[config.mk]
export PLATFORM = sky130hd
export DESIGN_NAME = core_sequencer
export DESIGN_NICKNAME = d
export VERILOG_FILES = /design/src/rtl/core_ctrl_pkg.sv /design/src/rtl/mem_wait_timer.sv /design/src/rtl/core_sequencer.sv
export SDC_FILE = /design/constraint.sdc
export NUM_CORES = 1
export LEC_CHECK = 0
export CORE_MARGIN = 1
export CORE_UTILIZATION = 29
export CTS_BUF_LIST = sky130_fd_sc_hd__clkbuf_8
export DETAILED_ROUTE_END_ITERATION = 10
export PLACE_DENSITY = 0.56
export REMOVE_ABC_BUFFERS = 1
export SLEW_MARGIN = 15
export SYNTH_ARGS = -nofsm -noshare
export SYNTH_HDL_FRONTEND = slang
export SYNTH_SLANG_ARGS = --single-unit
[constraint.sdc]
create_clock -name clk -period 4.45 [get_ports clk]
set_input_delay 0.6675 -clock clk [delete_from_list [all_inputs] [get_ports clk]]
set_output_delay 0.6675 -clock clk [all_outputs]
set_load 0.005 [all_outputs]
[src/rtl/core_ctrl_pkg.sv]
// Shared control definitions for the RV32I multi-cycle sequencer: states,
// halt causes and the base opcode map.
package core_ctrl_pkg;

    localparam int unsigned OPCODE_W = 7;

    typedef enum logic [2:0] {
        ST_IDLE      = 3'd0,
        ST_FETCH     = 3'd1,
        ST_DECODE    = 3'd2,
        ST_EXECUTE   = 3'd3,
        ST_MEM       = 3'd4,
        ST_WRITEBACK = 3'd5,
        ST_HALT      = 3'd6
    } state_e;

    typedef enum logic [1:0] {
        HC_NONE    = 2'd0,
        HC_ILLEGAL = 2'd1,
        HC_SYSTEM  = 2'd2,
        HC_TIMEOUT = 2'd3
    } halt_cause_e;

    localparam logic [OPCODE_W-1:0] OPCODE_OP     = 7'b0110011;
    localparam logic [OPCODE_W-1:0] OPCODE_OP_IMM = 7'b0010011;
    localparam logic [OPCODE_W-1:0] OPCODE_LOAD   = 7'b0000011;
    localparam logic [OPCODE_W-1:0] OPCODE_STORE  = 7'b0100011;
    localparam logic [OPCODE_W-1:0] OPCODE_BRANCH = 7'b1100011;
    localparam logic [OPCODE_W-1:0] OPCODE_JAL    = 7'b1101111;
    localparam logic [OPCODE_W-1:0] OPCODE_JALR   = 7'b1100111;
    localparam logic [OPCODE_W-1:0] OPCODE_LUI    = 7'b0110111;
    localparam logic [OPCODE_W-1:0] OPCODE_AUIPC  = 7'b0010111;
    localparam logic [OPCODE_W-1:0] OPCODE_SYSTEM = 7'b1110011;

    // SYSTEM is deliberately absent: it halts with its own cause.
    function automatic logic is_legal_opcode(input logic [OPCODE_W-1:0] opc);
        case (opc)
            OPCODE_OP, OPCODE_OP_IMM, OPCODE_LOAD, OPCODE_STORE, OPCODE_BRANCH,
            OPCODE_JAL, OPCODE_JALR, OPCODE_LUI, OPCODE_AUIPC: return 1'b1;
            default: return 1'b0;
        endcase
    endfunction

endpackage

[src/rtl/mem_wait_timer.sv]
// Counts unacknowledged handshake cycles; flags the cycle in which the wait
// would reach TIMEOUT. TIMEOUT of 0 never expires.
module mem_wait_timer #(
    parameter int unsigned TIMEOUT = 255
) (
    input  logic clk,
    input  logic rst,
    input  logic clear,
    input  logic tick,
    output logic expired
);

    localparam int unsigned CW = (TIMEOUT > 1) ? $clog2(TIMEOUT) : 1;
    localparam logic [CW-1:0] LAST = CW'(TIMEOUT - 1);

    logic [CW-1:0] count_q;
    logic [CW-1:0] count_d;

    assign expired = (TIMEOUT != 0) && tick && (count_q == LAST);

    always_comb begin
        count_d = count_q;
        if (clear) begin
            count_d = '0;
        end else if (tick) begin
            count_d = count_q + CW'(1);
        end
    end

    always_ff @(posedge clk) begin
        if (rst) begin
            count_q <= '0;
        end else begin
            count_q <= count_d;
        end
    end

endmodule

[src/rtl/core_sequencer.sv]
// Multi-cycle control FSM for the RV32I core: sequences fetch through
// writeback, runs the memory handshakes and issues datapath latch strobes.
module core_sequencer
    import core_ctrl_pkg::*;
#(
    parameter int unsigned CNT_WIDTH   = 32,
    parameter int unsigned MEM_TIMEOUT = 255
) (
    input  logic                 clk,
    input  logic                 rst,
    input  logic                 run,
    input  logic [OPCODE_W-1:0]  opcode,
    input  logic                 dec_reg_wren,
    input  logic                 dec_ram_wren,
    input  logic                 dec_reg_write_data_src,
    output logic                 imem_req,
    input  logic                 imem_ack,
    output logic                 dmem_req,
    output logic                 dmem_we,
    input  logic                 dmem_ack,
    output logic                 ir_wren,
    output logic                 alu_out_wren,
    output logic                 mdr_wren,
    output logic                 reg_wren,
    output logic                 pc_wren,
    output logic                 busy,
    output logic                 halted,
    output logic [1:0]           halt_cause,
    output logic [CNT_WIDTH-1:0] cycle_count,
    output logic [CNT_WIDTH-1:0] instret
);

    state_e                state_q, state_d;
    halt_cause_e           halt_cause_q, halt_cause_d;
    logic [CNT_WIDTH-1:0]  cycle_count_q;
    logic [CNT_WIDTH-1:0]  instret_q;
    logic                  retire;
    logic                  tmr_tick;
    logic                  tmr_clear;
    logic                  tmr_expired;

    // One timer serves both handshakes; any state change restarts it.
    assign tmr_tick  = ((state_q == ST_FETCH) && !imem_ack) ||
                       ((state_q == ST_MEM)   && !dmem_ack);
    assign tmr_clear = (state_d != state_q);

    mem_wait_timer #(
        .TIMEOUT (MEM_TIMEOUT)
    ) u_timer (
        .clk     (clk),
        .rst     (rst),
        .clear   (tmr_clear),
        .tick    (tmr_tick),
        .expired (tmr_expired)
    );

    always_comb begin
        state_d      = state_q;
        halt_cause_d = halt_cause_q;
        imem_req     = 1'b0;
        dmem_req     = 1'b0;
        dmem_we      = 1'b0;
        ir_wren      = 1'b0;
        alu_out_wren = 1'b0;
        mdr_wren     = 1'b0;
        reg_wren     = 1'b0;
        pc_wren      = 1'b0;
        retire       = 1'b0;

        case (state_q)
            ST_IDLE: begin
                if (run) state_d = ST_FETCH;
            end
            ST_FETCH: begin
                imem_req = 1'b1;
                if (imem_ack) begin
                    ir_wren = 1'b1;
                    state_d = ST_DECODE;
                end else if (tmr_expired) begin
                    state_d      = ST_HALT;
                    halt_cause_d = HC_TIMEOUT;
                end
            end
            ST_DECODE: begin
                if (opcode == OPCODE_SYSTEM) begin
                    state_d      = ST_HALT;
                    halt_cause_d = HC_SYSTEM;
                end else if (!is_legal_opcode(opcode)) begin
                    state_d      = ST_HALT;
                    halt_cause_d = HC_ILLEGAL;
                end else begin
                    state_d = ST_EXECUTE;
                end
            end
            ST_EXECUTE: begin
                alu_out_wren = 1'b1;
                if (dec_ram_wren || (dec_reg_wren && dec_reg_write_data_src)) begin
                    state_d = ST_MEM;
                end else if (dec_reg_wren) begin
                    state_d = ST_WRITEBACK;
                end else begin
                    pc_wren = 1'b1;
                    retire  = 1'b1;
                end
            end
            ST_MEM: begin
                dmem_req = 1'b1;
                dmem_we  = dec_ram_wren;
                if (dmem_ack) begin
                    if (dec_ram_wren) begin
                        pc_wren = 1'b1;
                        retire  = 1'b1;
                    end else begin
                        mdr_wren = 1'b1;
                        state_d  = ST_WRITEBACK;
                    end
                end else if (tmr_expired) begin
                    state_d      = ST_HALT;
                    halt_cause_d = HC_TIMEOUT;
                end
            end
            ST_WRITEBACK: begin
                reg_wren = 1'b1;
                pc_wren  = 1'b1;
                retire   = 1'b1;
            end
            default: ;
        endcase

        if (retire) state_d = run ? ST_FETCH : ST_IDLE;

        // Nothing latches in the datapath while reset is applied.
        if (rst) begin
            ir_wren      = 1'b0;
            alu_out_wren = 1'b0;
            mdr_wren     = 1'b0;
            reg_wren     = 1'b0;
            pc_wren      = 1'b0;
        end
    end

    always_ff @(posedge clk) begin
        if (rst) begin
            state_q       <= ST_IDLE;
            halt_cause_q  <= HC_NONE;
            cycle_count_q <= '0;
            instret_q     <= '0;
        end else begin
            state_q      <= state_d;
            halt_cause_q <= halt_cause_d;
            if (busy)    cycle_count_q <= cycle_count_q + CNT_WIDTH'(1);
            if (pc_wren) instret_q     <= instret_q + CNT_WIDTH'(1);
        end
    end

    assign busy        = (state_q != ST_IDLE) && (state_q != ST_HALT);
    assign halted      = (state_q == ST_HALT);
    assign halt_cause  = halt_cause_q;
    assign cycle_count = cycle_count_q;
    assign instret     = instret_q;

endmodule

==> impl_metrics.sql, run 1 <==
INSERT INTO impl_metrics (metric_group, metric, value, unit) VALUES
('outcome', 'run_status', 'completed', ''),
('synth', 'asyncSetResetFlopFracSynth', '0', ''),
('clocking', 'post_cts_buffers', '0', ''),
('synth', 'number_of_flops_mapped_to_enable_cells_by_yosys', '0', ''),
('clocking', 'clk_latency', '0.35', 'ns'),
('timing', 'layout_min_cycle_time', '3.44', 'ns'),
('synth', 'yosysUniqueCellTypes', '47', ''),
('die', 'std_cell_rows', '41', ''),
('min_path', 'hold_path_depth', '2', ''),
('power', 'worst_ir_drop_vdd', '116', 'uV'),
('synth', 'synth_seq_area_share', '0.400', ''),
('timing', 'worstMarginPinSlew', '0.843', 'ns'),
('clocking', 'worst_setup_hold_path_clk_slew', '0.08', 'ns'),
('route', 'detailed_routing_iterations_pass_1', '4', ''),
('die', 'die_x', '117', 'um'),
('synth', 'syn-cell-area', '3850', 'um2'),
('route', 'vias_per_cell', '5.05', ''),
('cells_and_area', 'finish.instance_area', '5110', 'um2'),
('power', 'total_leakage_power', '0.00161', 'uW'),
('worst_setup_path', 'worst-r2r-cell-count', '5', ''),
('cells_and_area', 'antenna_cells_inserted', '0', ''),
('clocking', 'post_cts_sizing_count', '0', ''),
('route', 'initialDrtViolationCount', '219', ''),
('global_route', 'wire_length_of_the_first_global_routing_pass', '15700', 'um'),
('clocking', 'clock_sink_count', '77', ''),
('timing', 'max_freq', '290', 'MHz'),
('route', 'finalWirelength', '9650', 'um'),
('die', 'initial_core_utilization', '0.301', ''),
('timing', 'unrepaired_setup_endpoints_after_global_routing', 'no', ''),
('worst_setup_path', 'path_class', 'in -> out', ''),
('worst_setup_path', 'setup.reg_to_reg.worst_slack', '1.55', 'ns'),
('run', 'cap_viol_max_count', '0', ''),
('cells_and_area', 'multi_input_comb_area', '2180', 'um2'),
('worst_setup_path', 'worstSetupStartpointType', 'input pin', ''),
('timing', 'final_max_slew_viol_count', '0', ''),
('die', 'die_area', '13700', 'um2'),
('global_route', 'grt_max_degree', '46', ''),
('global_route', 'first_global_vias', '3320', ''),
('clocking', 'ctsRootBufferMaster', 'sky130_fd_sc_hd__clkbuf_8', ''),
('global_route', 'antenna_found_initial', '0', ''),
('timing', 'max_slew_margin', '0.434', ''),
('timing', 'hold_slack_final', '0.486', 'ns'),
('placement', 'dp_hpwl', '6740', 'um'),
('die', 'chip_height', '117', 'um'),
('placement', 'gp_congestion', '0.801', ''),
('clocking', 'worst_case_clock_buffer_depth', '2', ''),
('worst_setup_path', 'worst_ep_arrival_time', '2.78', 'ns'),
('cells_and_area', 'syn2layout_area_growth', '32.7', '%'),
('timing', 'setup_violations', '0', ''),
('route', 'wl_per_cell', '13.3', 'um'),
('synth', 'total_of_flip_flops_plus_latches_after_synthesis', '77', ''),
('worst_setup_path', 'critPathMaxFanout', '12', ''),
('clocking', 'cts_tree', 'done', ''),
('die', 'core', '12800', 'um2'),
('clocking', 'cts_inserted_buffers', '9', ''),
('min_path', 'min_path_type', 'reg -> reg', ''),
('die', 'design.portCount', '91', ''),
('worst_setup_path', 'worst-endpoint-required', '3.78', 'ns'),
('worst_setup_path', 'critPathCaptureType', 'output pin', ''),
('global_route', 'track_usage', '0.144', ''),
('placement', 'port-buffer-count', '90', ''),
('synth', 'yosysWarnings', '0', ''),
('cells_and_area', 'fin_nets', '566', ''),
('synth', 'synth_flop_cell', 'sky130_fd_sc_hd__dfxtp_1', ''),
('timing', 'min_period_over_period', '0.774', ''),
('timing', 'timing.final.hold_violations', '0', ''),
('cells_and_area', 'final.fill_count', '1281', ''),
('synth', 'syn-mean-instance-area', '8.28', 'um2'),
('global_route', 'grt_remaining_overflow', '0', ''),
('power', 'power_density', '274', 'nW/um2'),
('synth', 'syn_inst', '465', ''),
('timing', 'fin_skew', '0.00848', 'ns'),
('placement', 'preCtsSetupSlack', '1.02', 'ns'),
('route', 'drt_drc_violations_left', '0', ''),
('timing', 'worst_setup_slack_after_layout', '1.01', 'ns'),
('cells_and_area', 'drive_above_1_share', '0.0399', ''),
('timing', 'setup_tns', '0', 'ns'),
('clocking', 'h-tree-depth', '3', ''),
('power', 'totalPowerFinal', '1400', 'uW'),
('cells_and_area', 'layout.area.seq', '1540', 'um2'),
('route', 'route.vias.total', '3653', ''),
('route', 'final_antenna_net_count', '0', ''),
('placement', 'place_area', '4910', 'um2'),
('clocking', 'ctsHoldBuffers', '0', '');
-- logic make-up (layout without fill, tap and decap cells) --
group                    after synthesis  after routing  synth area share
multiplexers                           1              1           0.00260
adder cells (fa/ha/maj)                4              4            0.0130
XOR/XNOR                              46             46             0.105
AO/OA/AOI/OAI                         70             70             0.111
flip-flops                            77             77             0.400
buffers and inverters                 36            122            0.0354
AND/OR/NAND/NOR                      231            231             0.333
-- flip-flops by register name (all words and copies together), names as in the netlist --
| signal | count |
|---|---|
| cycle_count | 32 |
| instret | 32 |
| u_timer.count_q | 8 |
| state_q | 3 |
| halt_cause | 2 |
-- critical path, stage by stage --
cell and delay (ns):
sky130_fd_sc_hd__clkdlybuf4s50_1 0.52, sky130_fd_sc_hd__or3b_1 0.47, sky130_fd_sc_hd__o22a_1 0.38, sky130_fd_sc_hd__nor2_1 0.20
sky130_fd_sc_hd__clkdlybuf4s50_1 0.53
-- synthesized netlist by cell type, drive strengths merged, types with 2 or more instances --
master,number,area share
and4b,10,0.026
o311ai,3,0.0068
nand3b,2,0.0039
nor3,10,0.013
o31ai,4,0.0078
nor4b,8,0.018
o21ai,22,0.029
a21oi,23,0.030
buf,2,0.0023
a311oi,3,0.0068
ha,4,0.013
dfxtp,77,0.40
xor2,16,0.036
or3,17,0.028
nand4,13,0.021
nand2,34,0.033
o211ai,2,0.0039
nor2,59,0.058
nand2b,11,0.018
inv,13,0.013
and3,3,0.0049
nor3b,2,0.0039
and4,10,0.023
a211oi,2,0.0039
nand3,19,0.025
o21a,2,0.0039
nor4,14,0.023
clkbuf,21,0.020
or4,10,0.019
and2,3,0.0049
xnor2,30,0.068
nor2b,2,0.0032
o22ai,2,0.0032
-- through the flow --
step	std cells	utilization
global route	723	0.400
CTS	723	0.400
finish	723	0.400
global placement	708	0.384
detailed placement	708	0.384
floorplan	442	-
-- cell usage in the layout (no fill, tap or decap), drive strengths merged, types with 3 or more instances in the layout --
master          n
clkdlybuf4s50  89
dfxtp          77
nor2           59
nand2          34
xnor2          30
a21oi          23
o21ai          22
nand3          19
or3            17
xor2           16
nor4           14
inv            13
nand4          13
nand2b         11
clkbuf         11
and4b          10
and4           10
nor3           10
or4            10
nor4b           8
buf             5
o31ai           4
ha              4
and2            3
a311oi          3
and3            3
o311ai          3
-- power by group --
group,leakage [uW],internal [uW],switching (uW),total (uW)
registers,0.000621,700,22.6,722
logic,0.000886,70.1,64.2,134
clock network,0.000101,285,257,541
total,0.00161,1050,343,1400
-- final timing paths --
path / from / endpoint
setup / recovery: dec_ram_wren / pc_wren
hold / removal: cycle_count[31] / cycle_count[31]
setup reg to reg: state_q[0] / instret[27]
hold reg to reg: cycle_count[31] / cycle_count[31]
-- layer usage --
layer | up-vias | share of wire | GRT usage
li1 | 1836 | - | -
met1 | 1731 | 0.49 | 0.187
met2 | 78 | 0.46 | 0.234
met3 | 8 | 0.042 | 0.0366
met4 | 0 | 0.0098 | 0.0456
met5 | - | 0 | 0
-- layout make-up --
cell class              instances  share of cell area
multi-input cells             352               0.427
flip-flops and latches         77               0.302
repair buffers                 94               0.181
well taps                     172              0.0421
clock buffers                  11              0.0296
inverters                      13             0.00955
clock inverters                 4             0.00930
Power figures use the tool's default switching activity.
==> run 2, diff against run 1 <==
clock period = 3.39 ns   (was 4.45 ns; I/O delays follow)
==> run 2 against run 1 <==
Net effect: via count rose by 1.8%; design area is 0.47% higher; global-route usage increased by 1.4 points; non-clock buffer count rose by 4; worst hold slack better by 0.0022 ns.
==> impl_metrics.sql, run 2 (synthesis gave the netlist of run 1 again) <==
INSERT INTO impl_metrics (metric_group, metric, value, unit) VALUES
('outcome', 'run_status', 'completed', ''),
('clocking', 'h-tree-depth', '3', ''),
('route', 'wl_per_cell', '14.2', 'um'),
('route', 'drt_drc_violations_left', '0', ''),
('worst_setup_path', 'critPathMaxFanout', '6', ''),
('clocking', 'ctsHoldBuffers', '0', ''),
('cells_and_area', 'layout.cells.most_common_list', 'sky130_fd_sc_hd__clkdlybuf4s50_1 (89), sky130_fd_sc_hd__dfxtp_1 (77), sky130_fd_sc_hd__nor2_1 (59)', ''),
('worst_setup_path', 'setup.reg_to_reg.worst_slack', '0.89', 'ns'),
('route', 'final_antenna_net_count', '0', ''),
('min_path', 'hold_path_depth', '2', ''),
('global_route', 'grt_util_met1', '0.193', ''),
('die', 'design.portCount', '91', ''),
('timing', 'hold_slack_final', '0.488', 'ns'),
('cells_and_area', 'final_core_util', '0.402', ''),
('clocking', 'clk_latency', '0.35', 'ns'),
('global_route', 'globalRouteMet3Util', '0.0479', ''),
('power', 'power.sequential.fraction', '0.511', ''),
('power', 'total_leakage_power', '0.00163', 'uW'),
('global_route', 'grt_remaining_overflow', '0', ''),
('worst_setup_path', 'worst-endpoint-required', '2.88', 'ns'),
('timing', 'worstMarginPinSlew', '0.775', 'ns'),
('timing', 'unrepaired_setup_endpoints_after_global_routing', 'no', ''),
('die', 'core', '12800', 'um2'),
('power', 'p_sw', '449', 'uW'),
('cells_and_area', 'final.fill_count', '1283', ''),
('power', 'cell_internal_pwr', '1380', 'uW'),
('min_path', 'worstHoldStart', 'halt_cause[1]', ''),
('global_route', 'track_usage', '0.158', ''),
('power', 'pwr-share-comb', '0.106', ''),
('route', 'detailed_routing_iterations_pass_1', '4', ''),
('min_path', 'min_path_type', 'reg -> reg', ''),
('global_route', 'wire_length_of_the_first_global_routing_pass', '17100', 'um'),
('route', 'finalWirelength', '10400', 'um'),
('clocking', 'clock_sink_count', '77', ''),
('worst_setup_path', 'r2r_end', 'cycle_count[29]', ''),
('die', 'chip_height', '117', 'um'),
('min_path', 'hold_path_end', 'halt_cause[1]', ''),
('global_route', 'grt_most_used_layer', 'met2', ''),
('placement', 'port-buffer-count', '90', ''),
('worst_setup_path', 'worst-r2r-cell-count', '6', ''),
('global_route', 'globalRouteMet2Util', '0.265', ''),
('timing', 'max_freq', '338', 'MHz'),
('worst_setup_path', 'reg2reg_from', 'state_q[1]', ''),
('clocking', 'cts_inserted_buffers', '9', ''),
('timing', 'max_slew_margin', '0.480', ''),
('power', 'switching_share', '0.245', ''),
('timing', 'fin_skew', '0.00695', 'ns'),
('cells_and_area', 'syn2layout_area_growth', '33.3', '%'),
('clocking', 'ctsRootBufferMaster', 'sky130_fd_sc_hd__clkbuf_8', ''),
('route', 'route.vias.total', '3720', ''),
('clocking', 'worst_setup_hold_path_clk_slew', '0.08', 'ns'),
('global_route', 'antenna_found_initial', '0', ''),
('global_route', 'first_global_vias', '3588', ''),
('timing', 'layout_min_cycle_time', '2.96', 'ns'),
('timing', 'final_max_slew_viol_count', '0', ''),
('die', 'die_x', '117', 'um'),
('worst_setup_path', 'path_class', 'in -> out', ''),
('worst_setup_path', 'worstSetupStartpointType', 'input pin', ''),
('timing', 'setup_violations', '0', ''),
('route', 'vias_per_cell', '5.12', ''),
('die', 'initial_core_utilization', '0.301', ''),
('cells_and_area', 'drive_above_1_share', '0.0414', ''),
('clocking', 'worst_case_clock_buffer_depth', '2', ''),
('die', 'die_area', '13700', 'um2'),
('placement', 'dp_hpwl', '7170', 'um'),
('worst_setup_path', 'worst_ep_arrival_time', '2.45', 'ns'),
('run', 'cap_viol_max_count', '0', ''),
('power', 'worst_ir_drop_vdd', '208', 'uV'),
('die', 'std_cell_rows', '41', ''),
('timing', 'min_period_over_period', '0.873', ''),
('power', 'power_density', '357', 'nW/um2'),
('route', 'initialDrtViolationCount', '259', ''),
('cells_and_area', 'layout.cells.most_common', 'sky130_fd_sc_hd__clkdlybuf4s50_1', ''),
('timing', 'timing.final.hold_violations', '0', ''),
('clocking', 'post_cts_buffers', '0', ''),
('worst_setup_path', 'critPathCaptureType', 'output pin', ''),
('global_route', 'grt_max_degree', '60', ''),
('placement', 'gp_congestion', '0.789', ''),
('power', 'pwr-share-clk', '0.382', ''),
('cells_and_area', 'fin_nets', '570', ''),
('clocking', 'cts_tree', 'done', ''),
('cells_and_area', 'antenna_cells_inserted', '0', ''),
('timing', 'setup_tns', '0', 'ns'),
('clocking', 'post_cts_sizing_count', '0', '');
## run 2: power by group through the flow
stage	combinational, uW	clock [uW]	sequential, uW
after floorplan	87.0	0	963
after global placement	192	0	958
after detailed placement	195	0	958
after CTS	197	738	937
after global routing	213	773	940
final	195	701	937
## run 2: worst max path at each step
stage                     slack, ns  cells past startpoint         start          end
after floorplan                0.56                      5    state_q[0]  instret[26]
after global placement         0.37                      6  dec_ram_wren  instret[26]
after detailed placement       0.34                      6  dec_ram_wren  instret[26]
after CTS                      0.42                      5  dec_ram_wren      pc_wren
after global routing           0.30                      5  dec_ram_wren      pc_wren
final                          0.43                      5  dec_ram_wren      pc_wren
## run 2: through the flow
stage	area, um2	power [uW]	setup slack [ns]	std cells
4_1_cts	5130	1870	0.417	727
3_3_place_gp	4940	1150	0.370	712
2_1_floorplan	3760	1050	0.557	442
6_report	5130	1830	0.432	727
5_1_grt	5130	1930	0.302	727
3_5_place_dp	4940	1150	0.335	712
## run 2: critical path, cell delays in order
cell,delay [ns]
sky130_fd_sc_hd__clkdlybuf4s50_1,0.51
sky130_fd_sc_hd__or3b_1,0.48
sky130_fd_sc_hd__o22a_1,0.25
sky130_fd_sc_hd__nor2_1,0.17
sky130_fd_sc_hd__clkdlybuf4s50_1,0.53
## run 2: area by class of cell
type,instances,area (um2),share of cell area
clock buffer,11,151,0.0295
clock inverter,4,41.3,0.00804
inverter,13,48.8,0.00951
multi-input combinational,352,2180,0.425
sequential,77,1540,0.300
tap,172,215,0.0419
timing repair buffer,98,956,0.186
## run 2: per-layer routing
layer / wire (um) / share of wire / vias to the layer above
met5: 0 / 0 / -
met4: 134 / 0.013 / 0
met3: 349 / 0.034 / 10
met2: 4990 / 0.48 / 66
met1: 4880 / 0.47 / 1798
li1: - / - / 1846
